<file path="config.mk">
export PLATFORM = sky130hd
export DESIGN_NAME = irq_controller
export DESIGN_NICKNAME = d
export VERILOG_FILES = /design/src/rtl/irq_controller.sv
export SDC_FILE = /design/constraint.sdc
export NUM_CORES = 1
export LEC_CHECK = 0
export CAP_MARGIN = 25
export CORE_ASPECT_RATIO = 1.2
export CORE_MARGIN = 5
export CORE_UTILIZATION = 29
export DETAILED_ROUTE_END_ITERATION = 16
export GPL_TIMING_DRIVEN = 1
export PLACE_DENSITY_LB_ADDON = 0.25
export SLEW_MARGIN = 20
export SYNTH_ARGS = -nofsm -noshare
export SYNTH_HDL_FRONTEND = slang
export SYNTH_SLANG_ARGS = --single-unit
export TNS_END_PERCENT = 50
</file>
<file path="constraint.sdc">
create_clock -name clk_i -period 2.6 [get_ports clk_i]
set_input_delay 0.78 -clock clk_i [delete_from_list [all_inputs] [get_ports clk_i]]
set_output_delay 0.78 -clock clk_i [all_outputs]
set_load 0.01 [all_outputs]
</file>
<file path="src/rtl/irq_controller.sv">
// Core-side interrupt responder: latches edge events, masks, and picks the lowest
// eligible line by fixed priority, then holds the request until the handler returns.
module irq_controller #(
    parameter int                 NUM_IRQ   = 16,
    parameter logic [NUM_IRQ-1:0] EDGE_MASK = '1
) (
    input  logic                       clk_i,
    input  logic                       rst_i,
    input  logic [NUM_IRQ-1:0]         irq_lines_i,
    input  logic [NUM_IRQ-1:0]         irq_mask_i,
    input  logic                       irq_ret_i,
    input  logic                       clear_overrun_i,
    output logic                       irq_req_o,
    output logic [$clog2(NUM_IRQ)-1:0] irq_cause_o,
    output logic [NUM_IRQ-1:0]         irq_pending_o,
    output logic [NUM_IRQ-1:0]         irq_overrun_o,
    output logic                       state_o
);
    localparam int CW = $clog2(NUM_IRQ);

    // Handshake: irq_req_o rises when a line is taken into service and stays high
    // until the core pulses irq_ret_i for one cycle; irq_cause_o is stable meanwhile.
    typedef enum logic {
        IDLE    = 1'b0,
        SERVICE = 1'b1
    } state_t;

    state_t               state_q, state_d;
    logic                 req_q, req_d;
    logic [CW-1:0]        cause_q, cause_d;
    logic [NUM_IRQ-1:0]   prev_q;
    logic [NUM_IRQ-1:0]   pending_q, pending_d;
    logic [NUM_IRQ-1:0]   overrun_q, overrun_d;
    logic [NUM_IRQ-1:0]   rise;
    logic [NUM_IRQ-1:0]   eff_pending;
    logic [NUM_IRQ-1:0]   eligible;
    logic [NUM_IRQ-1:0]   ret_clear;
    logic [CW-1:0]        winner;
    logic                 ret_fire;

    assign rise        = irq_lines_i & ~prev_q;
    // Level lines bypass storage and follow the raw input.
    assign eff_pending = (pending_q & EDGE_MASK) | (irq_lines_i & ~EDGE_MASK);
    assign eligible    = eff_pending & irq_mask_i;
    assign ret_fire    = (state_q == SERVICE) && irq_ret_i;

    always_comb begin
        winner = '0;
        for (int i = NUM_IRQ - 1; i >= 0; i--) begin
            if (eligible[i]) winner = CW'(i);
        end
    end

    always_comb begin
        ret_clear = '0;
        for (int i = 0; i < NUM_IRQ; i++) begin
            ret_clear[i] = ret_fire && (cause_q == CW'(i)) && EDGE_MASK[i];
        end
    end

    // A rise coinciding with the return re-latches the line without flagging overrun.
    assign pending_d = ((pending_q & ~ret_clear) | rise) & EDGE_MASK;
    assign overrun_d = (overrun_q & ~{NUM_IRQ{clear_overrun_i}})
                     | (rise & pending_q & ~ret_clear & EDGE_MASK);

    always_comb begin
        state_d = state_q;
        req_d   = req_q;
        cause_d = cause_q;
        case (state_q)
            IDLE: begin
                if (|eligible) begin
                    state_d = SERVICE;
                    req_d   = 1'b1;
                    cause_d = winner;
                end
            end
            SERVICE: begin
                if (irq_ret_i) begin
                    state_d = IDLE;
                    req_d   = 1'b0;
                end
            end
            default: state_d = IDLE;
        endcase
    end

    always_ff @(posedge clk_i or posedge rst_i) begin
        if (rst_i) begin
            state_q   <= IDLE;
            req_q     <= 1'b0;
            cause_q   <= '0;
            prev_q    <= '0;
            pending_q <= '0;
            overrun_q <= '0;
        end else begin
            state_q   <= state_d;
            req_q     <= req_d;
            cause_q   <= cause_d;
            prev_q    <= irq_lines_i;
            pending_q <= pending_d;
            overrun_q <= overrun_d;
        end
    end

    assign irq_req_o     = req_q;
    assign irq_cause_o   = cause_q;
    assign irq_pending_o = eff_pending;
    assign irq_overrun_o = overrun_q;
    assign state_o       = state_q;
endmodule
</file>
==> metrics.yaml <==
yosys:
  synth.yosys.seq_area_share_pct: 61.8
  avgSynthCellArea_sq_um: 10.7
  synth-edff-count: 0
  synth.ff_latch_count: 54
  ys_warn_count: 0
  synth.distinct_cells: 32
  syn_inst: 204
  syn_area_sq_um: 2190
  synth_fp_nets: 240
  post-synth-top-count-cell: "dfrtp_1"
  async_reset_ff_share_pct: 100
  synth_area_leaders: "dfrtp_1 (62%), nand2_1 (6.0%), nand2b_1 (5.1%)"
  synth.top_cell.area_share_pct: 61.8
  synth-main-ff-cell: "dfrtp_1"
  ys_top_cells_by_count: "dfrtp_1 (54), nand2_1 (35), inv_1 (18), nand2b_1 (18), o21ai_0 (18)"
  synth_top_area_cell: "dfrtp_1"
timing:
  drv_slew: 0
  worst_slew_pin_slew_ns: 0.393
  setup_tns_ns: 0
  period_share_pct: 87.3
  maxClockFrequency_mhz: 441
  final_hold_viol_count: 0
  setup_viol: 0
  worst_clock_skew_ns: 0.00537
  rsz0062_at_grt: "no"
  period_needed_ns: 2.27
  relSlewSlack_pct: 73.8
route:
  finalWirelength_um: 5740
  wl_per_cell_um: 15.4
  drt-vias-per-instance: 4.65
  first_pass_iters: 4
  vias: 1730
  drc: 0
  drt_iter0_markers: 66
  antenna_left: 0
critical_path:
  cp.arrival_ns: 1.49
  crit_required_ns: 1.82
  cp_top_family: "buffers and inverters"
  crit_path_end_kind: "output pin"
  r2r_end: "irq_overrun_o[1]$_DFF_PP0_"
  setup.worst_path.start_class: "flop"
  cp_slowest_cell: "clkdlybuf4s50_1"
  cp_num_buf_inv: 1
  worstPathMaxFanout: 10
  crit_path_cell_trace: "clkdlybuf4s50_1"
  path_class: "reg2out"
  rrSetupSlack_ns: 0.91
  cpPeakStageDelay_ns: 0.61
  reg2reg_from: "state_o$_DFF_PP0_"
  r2r_cells: 4
hold_path:
  min_path_type: "reg2reg"
  min-delay-start: "irq_req_o$_DFFE_PP0P_"
  hold_path_end: "irq_req_o$_DFFE_PP0P_"
  hold_depth: 1
die:
  std_cell_rows: 34
  start_util_pct: 29.9
  ios: 74
  dieWidth_um: 89.3
  die-height_um: 105
  fp.coreArea_sq_um: 7320
  die_area_sq_um: 9390
outcome:
  status: "completed"
grt:
  grt-busiest-layer: "met2"
  grt_pass1_wl_um: 9260
  grt_use_total_pct: 12.9
  grt_use_met1_pct: 16.2
  met3_usage_pct: 2.76
  grt_pass1_vias: 1781
  grt_max_degree: 39
  grt_overflow: 0
  use_met2_pct: 21.5
  antenna_found_initial: 0
place:
  place_inst: 366
  io_buffer_count: 73
  gp_congestion: 0.802
  placed_cell_area_sq_um: 3040
  place_hpwl_um: 4500
cts:
  post_cts_resized: 0
  cts_hold_buf: 0
  ctsLongestPathBuffers: 2
  root_buffer: "clkbuf_8"
  cts-buffers-inserted: 5
  clk_latency_ns: 0.30
  cts_tree: "built"
  clk_pin_slew_worst_paths_ns: 0.09
  clock_sinks: 54
  h-tree-depth: 2
  post_cts_buffers: 0
run:
  cap_violations: 0
pwr:
  leakagePower_nw: 1.32
  power_density_nw_per_um2: 799
  ir_drop_v: 0.000526
finish:
  fillCellCount: 758
  n_antenna_cell: 0
  final_area_sq_um: 3130
  stdcell_count: 372
  area.growth.synth_to_final_pct: 42.9
  ff_latch_area_sq_um: 1350
  multi_input_area_sq_um: 753
  layout.nets: 319
  drive_gt1_share_pct: 6.38
logic make-up after synthesis:
| group | count (synthesis) | share of synthesized area (%) |
|---|---|---|
| AND/OR/NAND/NOR | 75 | 17.6 |
| multiplexers | 1 | 0.686 |
| buffers and inverters | 21 | 3.78 |
| AO/OA/AOI/OAI | 53 | 16.2 |
| flip-flops | 54 | 61.8 |
state kept, by name, summed over array words and instances, names as in the netlist:
name,flops
irq_overrun_o,16
irq_pending_o,16
prev_q,16
irq_cause_o,4
irq_req_o,1
state_o,1
area by class of cell:
| class | count | share of cell area (%) |
|---|---|---|
| clock buffer | 6 | 2.64 |
| timing repair buffer | 75 | 24.3 |
| sequential | 54 | 43.2 |
| inverter | 18 | 2.16 |
| multi-input combinational | 129 | 24.1 |
| tap | 90 | 3.60 |
power breakdown:
group          switching (mW)  internal [mW]  total [mW]  leakage [nW]
registers               0.165          0.998        1.16         0.601
clock network           0.252          0.206       0.458        0.0431
logic                   0.409          0.467       0.876         0.675
total                   0.826           1.67        2.50          1.32
per-layer routing:
layer	vias to the layer above	wire (um)
li1	859	-
met4	0	68
met5	-	0
met2	36	3090
met1	831	2310
met3	4	270
worst max-delay path by stage:
stage / startpoint / to / slack (ns) / cells past startpoint
2_1_floorplan: rst_i / irq_cause_o[0]$_DFFE_PP0P_ / 0.51 / 1
3_3_place_gp: irq_mask_i[14] / irq_cause_o[0]$_DFFE_PP0P_ / 0.24 / 6
3_5_place_dp: irq_mask_i[14] / irq_cause_o[0]$_DFFE_PP0P_ / 0.20 / 6
4_1_cts: state_o$_DFF_PP0_ / state_o / 0.32 / 1
5_1_grt: state_o$_DFF_PP0_ / state_o / 0.25 / 1
6_report: state_o$_DFF_PP0_ / state_o / 0.33 / 1
stage by stage:
step / util [%] / total power, mW / hold slack (ns) / setup slack, ns
2_1_floorplan: - / 1.57 / 0.488 / 0.505
3_3_place_gp: 41.6 / 2.06 / 0.499 / 0.239
3_5_place_dp: 41.6 / 2.07 / 0.497 / 0.198
4_1_cts: 42.7 / 2.54 / 0.514 / 0.324
5_1_grt: 42.7 / 2.67 / 0.535 / 0.251
6_report: 42.7 / 2.50 / 0.512 / 0.330
cells in the final DEF (no fill, tap or decap), drive strengths merged, types with 2 or more instances in the layout:
cell,n
inv,18
a22o,3
nand4,5
a22oi,3
dfrtp,54
nand2b,18
a31oi,2
clkbuf,6
o21ai,18
o22ai,16
nand3,5
buf,2
a21oi,4
clkdlybuf4s50,73
nor2,6
nand2,35
and3,2
(Power assumes the default switching activity.)
